**src/rtl/ibex_pmu_counter_mo_if.sv**
```systemverilog
// Counter-bus bundle: core-side pmc_* request/response plus the counter_* bus.
// master is the bus-master block's view; slave is the core/counter environment's view.
interface ibex_pmu_counter_mo_if #(
   parameter int unsigned AddrWidth = 32,
   parameter int unsigned DataWidth = 32
);
   logic                 pmc_req_i;
   logic                 pmc_we_i;
   logic [AddrWidth-1:0] pmc_addr_i;
   logic [DataWidth-1:0] pmc_wdata_i;
   logic                 pmc_gnt_o;
   logic                 pmc_resp_valid_o;
   logic                 pmc_rdata_valid_o;
   logic [DataWidth-1:0] pmc_rdata_o;
   logic                 pmc_err_o;
   logic                 pmc_busy_o;
   logic                 pmc_spurious_o;
   logic                 counter_req_o;
   logic                 counter_gnt_i;
   logic                 counter_rvalid_i;
   logic                 counter_err_i;
   logic [AddrWidth-1:0] counter_addr_o;
   logic                 counter_we_o;
   logic [DataWidth-1:0] counter_wdata_o;
   logic [DataWidth-1:0] counter_rdata_i;

   modport master (
      input  pmc_req_i, pmc_we_i, pmc_addr_i, pmc_wdata_i,
      output pmc_gnt_o, pmc_resp_valid_o, pmc_rdata_valid_o, pmc_rdata_o,
      output pmc_err_o, pmc_busy_o, pmc_spurious_o,
      output counter_req_o, counter_addr_o, counter_we_o, counter_wdata_o,
      input  counter_gnt_i, counter_rvalid_i, counter_err_i, counter_rdata_i
   );

   modport slave (
      output pmc_req_i, pmc_we_i, pmc_addr_i, pmc_wdata_i,
      input  pmc_gnt_o, pmc_resp_valid_o, pmc_rdata_valid_o, pmc_rdata_o,
      input  pmc_err_o, pmc_busy_o, pmc_spurious_o,
      input  counter_req_o, counter_addr_o, counter_we_o, counter_wdata_o,
      output counter_gnt_i, counter_rvalid_i, counter_err_i, counter_rdata_i
   );
endinterface

```
**src/rtl/ibex_pmu_counter_mo.sv**
```systemverilog
// Performance-counter bus master with up to MaxOutstanding in-flight accesses and an optional
// response timeout. Request/grant and rvalid/response are both zero-latency; a full pending FIFO blocks new requests.
module ibex_pmu_counter_mo #(
   parameter int unsigned AddrWidth      = 32,
   parameter int unsigned DataWidth      = 32,
   parameter int unsigned MaxOutstanding = 2,
   parameter int unsigned TimeoutCycles  = 0
) (
   input  logic                  clk_i,
   input  logic                  rst_i,
   ibex_pmu_counter_mo_if.master bus
);
   localparam int unsigned CntW = $clog2(MaxOutstanding + 1);
   localparam int unsigned PtrW = (MaxOutstanding > 1) ? $clog2(MaxOutstanding) : 1;
   localparam int unsigned TmrW = (TimeoutCycles > 0) ? $clog2(TimeoutCycles + 1) : 1;
   localparam logic [CntW-1:0] CntMax  = CntW'(MaxOutstanding);
   localparam logic [PtrW-1:0] PtrLast = PtrW'(MaxOutstanding - 1);
   localparam logic [TmrW-1:0] TmrLast = TmrW'((TimeoutCycles > 0) ? TimeoutCycles - 1 : 0);
   localparam logic            TmoEn   = (TimeoutCycles > 0);

   typedef enum logic {IDLE, HOLD} state_e;

   state_e                    state_q;
   logic                      rst_q;
   logic [AddrWidth-1:0]      hold_addr_q;
   logic                      hold_we_q;
   logic [DataWidth-1:0]      hold_wdata_q;
   logic [MaxOutstanding-1:0] fifo_we_q;
   logic [PtrW-1:0]           wr_ptr_q;
   logic [PtrW-1:0]           rd_ptr_q;
   logic [CntW-1:0]           cnt_q;
   logic [CntW-1:0]           drop_q;
   logic [TmrW-1:0]           tmr_q;
   logic                      spurious_q;

   logic live, empty, full, held, req, gnt, we_sel, we_head;
   logic drop_hit, rsp_pop, spurious_hit, timeout, pop;

   // Outputs stay quiet during reset and for one cycle after release.
   assign live  = ~rst_i & ~rst_q;
   assign empty = (cnt_q == '0);
   assign full  = (cnt_q == CntMax);
   assign held  = (state_q == HOLD);

   assign req     = live & ~full & (held | bus.pmc_req_i);
   assign gnt     = req & bus.counter_gnt_i;
   assign we_sel  = held ? hold_we_q : bus.pmc_we_i;
   assign we_head = fifo_we_q[rd_ptr_q];

   // Late responses of timed-out transactions are swallowed before anything else.
   assign drop_hit     = live & bus.counter_rvalid_i & (drop_q != '0);
   assign rsp_pop      = live & bus.counter_rvalid_i & (drop_q == '0) & ~empty;
   assign spurious_hit = bus.counter_rvalid_i & (drop_q == '0) & empty;
   assign timeout      = TmoEn & live & ~bus.counter_rvalid_i & ~empty & (tmr_q == TmrLast);
   assign pop          = rsp_pop | timeout;

   assign bus.pmc_gnt_o         = gnt;
   assign bus.counter_req_o     = req;
   assign bus.counter_addr_o    = req ? (held ? hold_addr_q : bus.pmc_addr_i) : '0;
   assign bus.counter_we_o      = req & we_sel;
   assign bus.counter_wdata_o   = req ? (held ? hold_wdata_q : bus.pmc_wdata_i) : '0;
   assign bus.pmc_resp_valid_o  = pop;
   assign bus.pmc_err_o         = rsp_pop ? bus.counter_err_i : timeout;
   assign bus.pmc_rdata_valid_o = rsp_pop & ~we_head & ~bus.counter_err_i;
   assign bus.pmc_rdata_o       = rsp_pop ? bus.counter_rdata_i : '0;
   assign bus.pmc_busy_o        = live & (~empty | held);
   assign bus.pmc_spurious_o    = live & spurious_q;

   always_ff @(posedge clk_i) begin
      rst_q <= rst_i;
      if (rst_i) begin
         state_q      <= IDLE;
         hold_addr_q  <= '0;
         hold_we_q    <= 1'b0;
         hold_wdata_q <= '0;
         fifo_we_q    <= '0;
         wr_ptr_q     <= '0;
         rd_ptr_q     <= '0;
         cnt_q        <= '0;
         drop_q       <= '0;
         tmr_q        <= '0;
         spurious_q   <= 1'b0;
      end else begin
         case (state_q)
            IDLE: begin
               if (req && !bus.counter_gnt_i) begin
                  state_q      <= HOLD;
                  hold_addr_q  <= bus.pmc_addr_i;
                  hold_we_q    <= bus.pmc_we_i;
                  hold_wdata_q <= bus.pmc_wdata_i;
               end
            end
            HOLD: begin
               if (gnt) state_q <= IDLE;
            end
            default: state_q <= IDLE;
         endcase

         if (gnt) begin
            fifo_we_q[wr_ptr_q] <= we_sel;
            wr_ptr_q <= (wr_ptr_q == PtrLast) ? '0 : wr_ptr_q + 1'b1;
         end
         if (pop) rd_ptr_q <= (rd_ptr_q == PtrLast) ? '0 : rd_ptr_q + 1'b1;

         if (gnt && !pop)      cnt_q <= cnt_q + 1'b1;
         else if (!gnt && pop) cnt_q <= cnt_q - 1'b1;

         if (drop_hit)                         drop_q <= drop_q - 1'b1;
         else if (timeout && drop_q != CntMax) drop_q <= drop_q + 1'b1;

         if (!TmoEn || pop || drop_hit || empty) tmr_q <= '0;
         else                                     tmr_q <= tmr_q + 1'b1;

         if (spurious_hit) spurious_q <= 1'b1;
      end
   end
endmodule

```
**src/flat_wrapper.sv**
```systemverilog
// flat-port wrapper written by rule: the top's interface ports become plain ports
module ibex_pmu_counter_mo_flat 
#(
   parameter int unsigned AddrWidth      = 32,
   parameter int unsigned DataWidth      = 32,
   parameter int unsigned MaxOutstanding = 2,
   parameter int unsigned TimeoutCycles  = 0
)
  (clk_i, rst_i, bus_pmc_req_i, bus_pmc_we_i, bus_pmc_addr_i, bus_pmc_wdata_i, bus_pmc_gnt_o, bus_pmc_resp_valid_o, bus_pmc_rdata_valid_o, bus_pmc_rdata_o, bus_pmc_err_o, bus_pmc_busy_o, bus_pmc_spurious_o, bus_counter_req_o, bus_counter_addr_o, bus_counter_we_o, bus_counter_wdata_o, bus_counter_gnt_i, bus_counter_rvalid_i, bus_counter_err_i, bus_counter_rdata_i);
  ibex_pmu_counter_mo_if #(.AddrWidth(AddrWidth), .DataWidth(DataWidth)) bus_i ();
  input  logic clk_i;
  input  logic rst_i;
  input wire logic [$bits(bus_i.pmc_req_i)-1:0] bus_pmc_req_i;
  input wire logic [$bits(bus_i.pmc_we_i)-1:0] bus_pmc_we_i;
  input wire logic [$bits(bus_i.pmc_addr_i)-1:0] bus_pmc_addr_i;
  input wire logic [$bits(bus_i.pmc_wdata_i)-1:0] bus_pmc_wdata_i;
  output wire logic [$bits(bus_i.pmc_gnt_o)-1:0] bus_pmc_gnt_o;
  output wire logic [$bits(bus_i.pmc_resp_valid_o)-1:0] bus_pmc_resp_valid_o;
  output wire logic [$bits(bus_i.pmc_rdata_valid_o)-1:0] bus_pmc_rdata_valid_o;
  output wire logic [$bits(bus_i.pmc_rdata_o)-1:0] bus_pmc_rdata_o;
  output wire logic [$bits(bus_i.pmc_err_o)-1:0] bus_pmc_err_o;
  output wire logic [$bits(bus_i.pmc_busy_o)-1:0] bus_pmc_busy_o;
  output wire logic [$bits(bus_i.pmc_spurious_o)-1:0] bus_pmc_spurious_o;
  output wire logic [$bits(bus_i.counter_req_o)-1:0] bus_counter_req_o;
  output wire logic [$bits(bus_i.counter_addr_o)-1:0] bus_counter_addr_o;
  output wire logic [$bits(bus_i.counter_we_o)-1:0] bus_counter_we_o;
  output wire logic [$bits(bus_i.counter_wdata_o)-1:0] bus_counter_wdata_o;
  input wire logic [$bits(bus_i.counter_gnt_i)-1:0] bus_counter_gnt_i;
  input wire logic [$bits(bus_i.counter_rvalid_i)-1:0] bus_counter_rvalid_i;
  input wire logic [$bits(bus_i.counter_err_i)-1:0] bus_counter_err_i;
  input wire logic [$bits(bus_i.counter_rdata_i)-1:0] bus_counter_rdata_i;
  assign bus_i.pmc_req_i = bus_pmc_req_i;
  assign bus_i.pmc_we_i = bus_pmc_we_i;
  assign bus_i.pmc_addr_i = bus_pmc_addr_i;
  assign bus_i.pmc_wdata_i = bus_pmc_wdata_i;
  assign bus_pmc_gnt_o = bus_i.pmc_gnt_o;
  assign bus_pmc_resp_valid_o = bus_i.pmc_resp_valid_o;
  assign bus_pmc_rdata_valid_o = bus_i.pmc_rdata_valid_o;
  assign bus_pmc_rdata_o = bus_i.pmc_rdata_o;
  assign bus_pmc_err_o = bus_i.pmc_err_o;
  assign bus_pmc_busy_o = bus_i.pmc_busy_o;
  assign bus_pmc_spurious_o = bus_i.pmc_spurious_o;
  assign bus_counter_req_o = bus_i.counter_req_o;
  assign bus_counter_addr_o = bus_i.counter_addr_o;
  assign bus_counter_we_o = bus_i.counter_we_o;
  assign bus_counter_wdata_o = bus_i.counter_wdata_o;
  assign bus_i.counter_gnt_i = bus_counter_gnt_i;
  assign bus_i.counter_rvalid_i = bus_counter_rvalid_i;
  assign bus_i.counter_err_i = bus_counter_err_i;
  assign bus_i.counter_rdata_i = bus_counter_rdata_i;
  ibex_pmu_counter_mo #(.AddrWidth(AddrWidth), .DataWidth(DataWidth), .MaxOutstanding(MaxOutstanding), .TimeoutCycles(TimeoutCycles)) u_core (.clk_i(clk_i), .rst_i(rst_i), .bus(bus_i));
endmodule
```
**config.mk**
```make
export PLATFORM = sky130hd
export DESIGN_NAME = ibex_pmu_counter_mo_flat
export DESIGN_NICKNAME = d
export VERILOG_FILES = /design/src/rtl/ibex_pmu_counter_mo_if.sv /design/src/rtl/ibex_pmu_counter_mo.sv /design/src/flat_wrapper.sv
export SDC_FILE = /design/constraint.sdc
export NUM_CORES = 1
export LEC_CHECK = 0
export ABC_AREA = 0
export BUFFER_PORTS_ARGS = -buffer_cell sky130_fd_sc_hd__buf_2
export CAP_MARGIN = 25
export CORE_AREA = 2 2 104 106
export DETAILED_ROUTE_END_ITERATION = 6
export DIE_AREA = 0 0 106 108
export PLACE_DENSITY_LB_ADDON = 0.3
export SETUP_SLACK_MARGIN = 0.4
export SKIP_LAST_GASP = 1
export SLEW_MARGIN = 20
export SYNTH_ARGS = -nofsm -noshare
export SYNTH_HDL_FRONTEND = slang
export SYNTH_SLANG_ARGS = --single-unit
```
**constraint.sdc**
```tcl
create_clock -name clk_i -period 1.8 [get_ports clk_i]
set_input_delay 0.09 -clock clk_i [delete_from_list [all_inputs] [get_ports clk_i]]
set_output_delay 0.09 -clock clk_i [all_outputs]
set_load 0.01 [all_outputs]
```
## Word-level counts from Yosys, hierarchy flattened

Cells that the tools add are included.

| storage, ports and cells | value |
|---|---|
| register bits | 76 |
| logic and storage cells | 75 |
| output and inout bits | 104 |

| operators by class | value |
|---|---|
| multiplexer cells | 19 |
| equal/unequal tests | 1 |
| reduce and logical (&&, ||, !) cells | 12 |
| add/sub/neg operators | 5 |
| bitwise operators | 24 |
| $lt $le $gt $ge | 3 |

Operators by type and width:

| operator | number |
|---|---|
| $mux 32 | 5 |
| $and 1x1->1 | 15 |
| $mux 1 | 9 |
| $not 1->1 | 7 |
| $logic_and 1x1->1 | 4 |
| $logic_not 2->1 | 2 |
| $lt 1x2->1 const B | 2 |
| $mux 2 | 2 |
| $reduce_bool 2->1 | 2 |
| $sub 2x1->2 const B | 2 |
| $logic_not 1->1 | 3 |
| $add 1x1->1 const B | 2 |
| $add 2x1->2 const B | 1 |
| $bwmux 2 | 1 |
| $eq 2x2->1 const B | 1 |
| $or 1x1->1 | 2 |
| $pmux 1 s2 | 1 |
| $reduce_and 2->1 | 1 |
| $demux 1 s1 | 1 |
| $ge 1x1->1 const B | 1 |

## Longest topological paths before layout

Gate-level depths: netlist of the first run.

| logic depth | value |
|---|---|
| depth in word-level cells | 9 |
| gate-level depth with buffers | 9 |
| depth with buffers taken out | 8 |

## Least setup slack after synthesis of the first run

No wires, ideal clock.

| path | value |
|---|---|
| kind | register to register |
| start point | reg u_core.state_q (netlist: u_core.held) |
| end point | reg u_core.cnt_q[1] |
| clock period less this slack | 2001 ps |
| library setup time | 71 ps |
| path buffers | 1 |
| stages on the path, launching flop included | 9 |
| required time | 1729 ps |
| slack | -201 ps |
| arrival | 1930 ps |
| cell sequence | dfxtp_1 -> buf_2 -> or2_2 -> nand3_1 -> inv_1 -> and2_1 -> ha_1 -> or3_1 -> a21oi_1 |

| on the way | value |
|---|---|
| word-level cells in the longest chain between the ends | 6 |

RTL lines:

| item | line | text |
|---|---|---|
| start: declaration | ibex_pmu_counter_mo.sv:23 | `state_e state_q;` |
| start signal: assignment | ibex_pmu_counter_mo.sv:72 | `state_q <= IDLE;` |
| start signal: assignment | ibex_pmu_counter_mo.sv:87 | `state_q <= HOLD;` |
| start signal: assignment | ibex_pmu_counter_mo.sv:94 | `if (gnt) state_q <= IDLE;` |
| $or 1x1->1 (*) | ibex_pmu_counter_mo.sv:45 | `assign req = live & ~full & (held \| bus.pmc_req_i);` |
| $and 1x1->1 (*) | ibex_pmu_counter_mo.sv:45 |  |
| via bus_counter_req_o | flat_wrapper.sv:24 | `output wire logic [$bits(bus_i.counter_req_o)-1:0] bus_counter_req_o;` |
| $and 1x1->1 (*) | ibex_pmu_counter_mo.sv:46 | `assign gnt = req & bus.counter_gnt_i;` |
| via bus_pmc_gnt_o | flat_wrapper.sv:17 | `output wire logic [$bits(bus_i.pmc_gnt_o)-1:0] bus_pmc_gnt_o;` |
| $logic_not 1->1 | ibex_pmu_counter_mo.sv:106 | `else if (!gnt && pop) cnt_q <= cnt_q - 1'b1;` |
| $logic_and 1x1->1 | ibex_pmu_counter_mo.sv:106 |  |
| $reduce_bool 2->1 (no source line) | n/a |  |
| end signal: assignment | ibex_pmu_counter_mo.sv:105 | `if (gnt && !pop) cnt_q <= cnt_q + 1'b1;` |
| end signal: assignment | ibex_pmu_counter_mo.sv:106 |  |
| end: declaration | ibex_pmu_counter_mo.sv:31 | `logic [CntW-1:0] cnt_q;` |

The timed path passes the listed nets; every way through them passes the cells marked *.
A chain may end at the register's enable or synchronous reset.

## Final worst setup path of the first run

| path | value |
|---|---|
| start point | reg u_core.drop_q[0] |
| end point | reg u_core.cnt_q[1] |

| on the way | value |
|---|---|
| word-level cells in the longest chain between the ends | 6 |

RTL lines:

| item | line | text |
|---|---|---|
| start: declaration | ibex_pmu_counter_mo.sv:32 | `logic [CntW-1:0] drop_q;` |
| start signal: assignment | ibex_pmu_counter_mo.sv:108 | `if (drop_hit) drop_q <= drop_q - 1'b1;` |
| start signal: assignment | ibex_pmu_counter_mo.sv:109 | `else if (timeout && drop_q != CntMax) drop_q <= drop_q + 1'b1;` |
| $logic_not 2->1 (*) | ibex_pmu_counter_mo.sv:52 | `assign rsp_pop = live & bus.counter_rvalid_i & (drop_q == '0) & ~empty;` |
| $and 1x1->1 (*) (2 in series) | ibex_pmu_counter_mo.sv:52 |  |
| $logic_not 1->1 | ibex_pmu_counter_mo.sv:105 |  |
| $logic_and 1x1->1 | ibex_pmu_counter_mo.sv:105 |  |
| $mux 2 / $reduce_bool 2->1 (equally long branches) | n/a |  |

Mark *: on every way between the ends. The rest lies on a longest branch, timed or not.

==> results.json, run 1 <==
{
  "synth_top_area_frac": 0.356,
  "path_common_cell": "ha_4",
  "nets": 890,
  "htreeDepth": 3,
  "grt_max_degree": 54,
  "grt-ovfl-total": 0,
  "clkLatencyLatePin_ns": 0.36,
  "violations": "negative setup slack",
  "antenna_cells": 0,
  "start_kind": "flop",
  "start_util": 0.417,
  "grt_pass1_wl_um": 25300,
  "io_buffer_count": 206,
  "pwr-share-clk": 0.287,
  "syn-num-nets": 560,
  "ys_seq_area_frac": 0.356,
  "power_switching_w": 0.00146,
  "die_h_um": 108,
  "peakVddDrop_uv": 581,
  "drive_gt1_frac": 0.628,
  "drv_slew": 0,
  "synth.area.mux_share": 0.323,
  "dp.cells": 788,
  "max-cap-violations": 0,
  "power_leakage_nw": 3.84,
  "worstMarginPinSlew_ns": 0.624,
  "switching_share": 0.322,
  "synthAdderAreaFrac": 0.00586,
  "cp_data_arrival_time_ns": 2.43,
  "drtIter0Drc": 286,
  "synth_top_family_by_area": "multiplexers",
  "cts_tree": "yes",
  "synth_edf_count": 0,
  "crit_fanout": 2,
  "finalHoldViolations": 0,
  "ys_seq_elements": 76,
  "grt_pass1_vias": 4789,
  "syn_area_um2": 4270,
  "setup_viol": 166,
  "yosys_warnings": 0,
  "clock_skew_ns": 0.0200,
  "topRoutingLayerUsed": "met4",
  "areaGrowthSynthToFinish_pct": 112,
  "dr.pass1.iters": 5,
  "ios": 207,
  "wl_um": 22500,
  "crit_path_top_delay_cell": "or4_4",
  "yosys.area.top_type": "dfxtp_1",
  "dp_hpwl_um": 8170,
  "finalWorstSetupSlack_ns": -0.360,
  "fin_crit_ns": 2.16,
  "post-route-period-util": 1.20,
  "instances_no_fill": 926,
  "crit_chain": "inv_2 -> ha_4 -> nand2_2 -> or4_4 -> buf_4 -> buf_6 -> ha_4 -> xor2_1 -> or3_1 -> a21oi_1",
  "synthCells": 455,
  "grt.total_usage": 0.287,
  "num_vias": 5199,
  "wl_met3_um": 1670,
  "synth-main-ff-cell": "dfxtp_1",
  "root_buffer": "clkbuf_8",
  "path_clk_slew_ns": 0.09,
  "pwr-share-comb": 0.315,
  "cts.sinks": 76,
  "max-slew-margin-rel": 0.584,
  "fmax_mhz": 463,
  "routed-wl-met2_um": 11500,
  "post_drt_wl_per_cell_um": 24.3,
  "rsz0062_at_grt": "true",
  "worstSetupPathType": "flop to flop",
  "synthArstFlopShare": 0,
  "dieArea_um2": 11400,
  "fp-row-count": 37,
  "routed_via_density": 5.61,
  "drc": 0,
  "cts_buffers": 9,
  "synth-simple-area-share": 0.238,
  "place_worst_setup_slack_ns": -0.0959,
  "hp-class": "input pin to flop",
  "die-width_um": 106,
  "status": "complete, but fails checks",
  "powerDensity_nw_per_um2": 501,
  "synth_area_leaders": "dfxtp_1 36%, mux2_2 17%, mux2i_1 16%",
  "syn_avg_cell_area_um2": 9.39,
  "ys_types": 35,
  "core_area_um2": 10200,
  "ant_nets": 0,
  "final_core_util": 0.883,
  "clockBufferDepth": 2,
  "synth-compound-area-share": 0.0255,
  "max_stage_delay_ns": 0.45,
  "gp_congestion": 0.834,
  "crit_required_ns": 2.07,
  "antenna_found_initial": 0,
  "critPathCaptureType": "flop",
  "p_int_w": 0.00307,
  "synth_xor_area_frac": 0.00615,
  "wl_met1_um": 7870,
  "pwr-share-seq": 0.399
}
[routing by layer]
layer,vias to the layer above,track usage
met3,120,0.0542
met4,0,0.0930
met5,-,0
li1,2209,-
met2,371,0.527
met1,2499,0.337
[what timing repair did]
item / 4_1_cts / 5_1_grt
buffers inserted: 24 / 8
cloned: 22 / 5
endpoints found under the hold margin: 63 / 0
setup endpoints to repair: 176 / 177
pin swaps: 9 / 68
gates resized for setup: 119 / 248
hold buffers: 63 / 0
[cells in the final DEF, fill, tap and decap left out, drive strengths merged, types with 2 or more instances in the layout]
cell and n:
buf 280, mux2i 67, a31oi 2, nand4 2
and2 35, clkinv 4, nor2b 65, inv 9
mux2 63, nor4b 2, or4 2, clkinvlp 2
ha 2, clkbuf 15, nor2 72, a211oi 2
o21ai 2, dfxtp 76, nand2 4, o31ai 2
nand3 2, a21oi 4, dlygate4sd3 63, xor2 2
[state kept, by name (all words and copies together) (netlist names)]
name,flops
u_core.hold_we_q,1
u_core.spurious_q,1
u_core.wr_ptr_q,1
u_core.cnt_q,2
u_core.hold_addr_q,32
u_core.fifo_we_q,2
u_core.drop_q,2
u_core.held,1
u_core.rd_ptr_q,1
u_core.rst_q,1
u_core.hold_wdata_q,32
[final timing paths]
| path | endpoint | cells past startpoint | slack [ns] | from |
|---|---|---|---|---|
| max | u_core.cnt_q[1]$_SDFFE_PP0P_ | 10 | -0.36 | u_core.drop_q[0]$_SDFFE_PP0P_ |
| min | u_core.hold_wdata_q[13]$_SDFFE_PP0P_ | 3 | 0.05 | bus_pmc_wdata_i[13] |
| max reg2reg | u_core.cnt_q[1]$_SDFFE_PP0P_ | 10 | -0.36 | u_core.drop_q[0]$_SDFFE_PP0P_ |
| min reg2reg | u_core.hold_wdata_q[13]$_SDFFE_PP0P_ | 2 | 0.51 | u_core.hold_wdata_q[13]$_SDFFE_PP0P_ |
[area by class of cell]
class,count,area (um2)
clock buffers,10,138
clock inverters,6,46.3
fillers,433,1190
inverters,6,37.5
multi-input cells,341,3550
flip-flops and latches,76,1530
well taps,136,170
repair buffers,348,3520
repair inverters,3,48.8
[Yosys cell counts (all sizes together), types with 2 or more instances]
library cell	number
inv	6
mux2	63
and2	35
a21oi	4
nor4b	2
nor2	72
clkbuf	18
o21ai	2
nand4	2
a31oi	2
o31ai	2
nor2b	65
ha	2
mux2i	67
nand2	4
nand3	2
buf	14
dfxtp	76
or4	2
a211oi	2
xor2	2
[stage by stage]
step	TNS [ns]	total power (W)	cell area (um2)	hold slack, ns
after floorplan	-9.24	0.00223	4510	0.118
after global placement	-2.49	0.00248	5680	0.330
after detailed placement	-5.25	0.00250	5680	0.336
after CTS	-25.64	0.00411	7750	0.0209
after global routing	-42.21	0.00464	9040	0.0533
final	-36.41	0.00453	9040	0.0470
[power groups by stage]
stage | Clock (W) | Combinational (W) | Sequential [W]
after floorplan | 0 | 0.000409 | 0.00182
after global placement | 0 | 0.000661 | 0.00182
after detailed placement | 0 | 0.000674 | 0.00182
after CTS | 0.00127 | 0.00105 | 0.00179
after global routing | 0.00136 | 0.00147 | 0.00181
final | 0.00130 | 0.00143 | 0.00180
[cell families after synthesis]
group,after synthesis
adders and majority gates,2
DFF,76
and+or+nand+nor,190
buffers and inverters,38
xor gates and xnor gates,3
AOI/OAI and AO/OA,16
muxes,130
[critical path: cells and delay by family, from the launching register on]
| kind | cells | cell delay, ns |
|---|---|---|
| buffers and inverters | 3 | 0.34 |
| XOR/XNOR | 1 | 0.15 |
| AND/OR/NAND/NOR | 3 | 0.82 |
| flip-flops | 1 | 0.34 |
| AO/OA/AOI/OAI | 1 | 0.16 |
| adder cells (fa/ha/maj) | 2 | 0.28 |
(Power assumes the default switching activity.)
==> run 2, diff against run 1 <==
--- a/config.mk
+++ b/config.mk
@@ -14,2 +14,3 @@
 export PLACE_DENSITY_LB_ADDON = 0.3
+export RECOVER_POWER = 50
 export SETUP_SLACK_MARGIN = 0.4
==> constraint.sdc (replaced) <==
create_clock -name clk_i -period 1.8 [get_ports clk_i]
set_input_delay 0.27 -clock clk_i [delete_from_list [all_inputs] [get_ports clk_i]]
set_output_delay 0.27 -clock clk_i [all_outputs]
set_load 0.005 [all_outputs]
==> results.json, run 2 (synthesis gave the netlist of run 1 again) <==
{
  "status": "complete, but fails checks",
  "violations": "negative setup slack",
  "peakVddDrop_uv": 423,
  "die-width_um": 106,
  "cts.sinks": 76,
  "worstMarginPinSlew_ns": 0.864,
  "rsz0062_at_grt": "true",
  "reg2reg_depth": 10,
  "drive_gt1_frac": 0.690,
  "areaGrowthSynthToFinish_pct": 89.8,
  "pwr-share-clk": 0.321,
  "drv_slew": 0,
  "start_util": 0.417,
  "clock_skew_ns": 0.0112,
  "powerDensity_nw_per_um2": 542,
  "htreeDepth": 3,
  "cp_data_arrival_time_ns": 1.98,
  "worstSetupPathType": "flop to primary output",
  "nFillCells": 615,
  "final_cell_mix": "182 x buf_2, 72 x dfxtp_1, 64 x nor2b_1",
  "startpoint": "u_core.drop_q[0]$_SDFFE_PP0P_",
  "reg.largest.list": "u_core.hold_addr_q (32), u_core.hold_wdata_q (32)",
  "fmax_mhz": 445,
  "post_drt_wl_per_cell_um": 20.7,
  "num_vias": 4686,
  "gp_congestion": 0.884,
  "drc": 0,
  "dp_hpwl_um": 8020,
  "final_common_cell": "buf_2",
  "nets": 839,
  "crit_required_ns": 1.53,
  "crit_fanout": 8,
  "ant_nets": 0,
  "power_switching_w": 0.00128,
  "place_worst_setup_slack_ns": -0.247,
  "finalHoldViolations": 0,
  "endpoint": "bus_pmc_rdata_o[31]",
  "fin_crit_ns": 2.25,
  "io_buffer_count": 206,
  "core_area_um2": 10200,
  "final_core_util": 0.792,
  "pwr-share-seq": 0.408,
  "p_int_w": 0.00311,
  "grt_pass1_vias": 4513,
  "wl_um": 18100,
  "setup_viol": 170,
  "rrSetupSlack_ns": -0.37,
  "pwr-share-comb": 0.271,
  "antenna_found_initial": 0,
  "fp-row-count": 37,
  "switching_share": 0.292,
  "grt-ovfl-total": 0,
  "clkLatencyLatePin_ns": 0.37,
  "max-cap-violations": 0,
  "cts_buffers": 9,
  "multiInputGateArea_um2": 3470,
  "die_h_um": 108,
  "antenna_cells": 0,
  "path_clk_slew_ns": 0.09,
  "clockBufferDepth": 2,
  "r2r-start": "u_core.drop_q[0]$_SDFFE_PP0P_",
  "routed_via_density": 5.36,
  "ios": 207,
  "hp-class": "input pin to flop",
  "dieArea_um2": 11400,
  "grt_max_degree": 41,
  "start_kind": "flop",
  "critPathCaptureType": "primary output",
  "worstReg2RegEnd": "u_core.cnt_q[1]$_SDFFE_PP0P_",
  "drtIter0Drc": 270,
  "cts_tree": "yes",
  "tns_ns": -42.38,
  "post-route-period-util": 1.25,
  "grt.total_usage": 0.272,
  "max-slew-margin-rel": 0.424,
  "dp.cells": 792,
  "dr.pass1.iters": 5,
  "power_w": 0.00439,
  "finalWorstSetupSlack_ns": -0.445,
  "power_leakage_nw": 3.62,
  "seq_area_um2": 1530,
  "grt_pass1_wl_um": 24100,
  "hold_buffers": 0,
  "instances_no_fill": 875,
  "root_buffer": "clkbuf_8"
}
## run 2: cell type report
class,instances,share of cell area
clock buffer,12,0.0191
clock inverter,4,0.00587
inverter,6,0.00432
multi-input combinational,341,0.428
sequential,76,0.189
tap,136,0.0210
timing repair buffer,295,0.325
timing repair inverter,5,0.00756
## run 2: timing repair
action,CTS,global route
gates resized for setup,142,153
buffers inserted,32,7
gates cloned,24,4
pin swaps,40,36
endpoints found under the setup margin,176,177
## run 2: worst min path at each step
| stage | slack [ns] | startpoint | cells past startpoint | to |
|---|---|---|---|---|
| 6_report | 0.14 | bus_pmc_addr_i[10] | 2 | u_core.hold_addr_q[10]$_SDFFE_PP0P_ |
| 5_1_grt | 0.13 | bus_pmc_addr_i[31] | 2 | u_core.hold_addr_q[31]$_SDFFE_PP0P_ |
| 4_1_cts | 0.14 | bus_pmc_addr_i[31] | 2 | u_core.hold_addr_q[31]$_SDFFE_PP0P_ |
| 3_5_place_dp | 0.46 | u_core.spurious_q$_SDFFE_PP0P_ | 2 | u_core.spurious_q$_SDFFE_PP0P_ |
| 3_3_place_gp | 0.45 | u_core.spurious_q$_SDFFE_PP0P_ | 2 | u_core.spurious_q$_SDFFE_PP0P_ |
| 2_1_floorplan | 0.30 | rst_i | 0 | u_core.rst_q$_DFF_P_ |
## run 2: metrics by stage
stage          hold WS (ns)  area [um2]
2_1_floorplan         0.298        4570
3_3_place_gp          0.448        5730
3_5_place_dp          0.456        5730
4_1_cts               0.139        7370
5_1_grt               0.128        8110
6_report              0.138        8110
## run 2: power by group through the flow
stage,Combinational [W],Sequential [W],Clock (W)
floorplan,0.000397,0.00182,0
global placement,0.000645,0.00182,0
detailed placement,0.000660,0.00182,0
CTS,0.000992,0.00179,0.00139
global route,0.00124,0.00180,0.00149
finish,0.00119,0.00179,0.00141
## run 2: layer usage
layer,track usage,part of all wire
met1,0.337,0.39
met2,0.477,0.51
met3,0.0398,0.056
met4,0.108,0.042
met5,0,0
## run 2: worst max-delay path, stage by stage, from the launching register on
cell,delay (ns)
dfxtp_2,0.33
inv_2,0.06
ha_4,0.13
nand2_2,0.06
or4_4,0.49
buf_12,0.18
clkinv_8,0.06
and2_1,0.15
buf_2,0.15
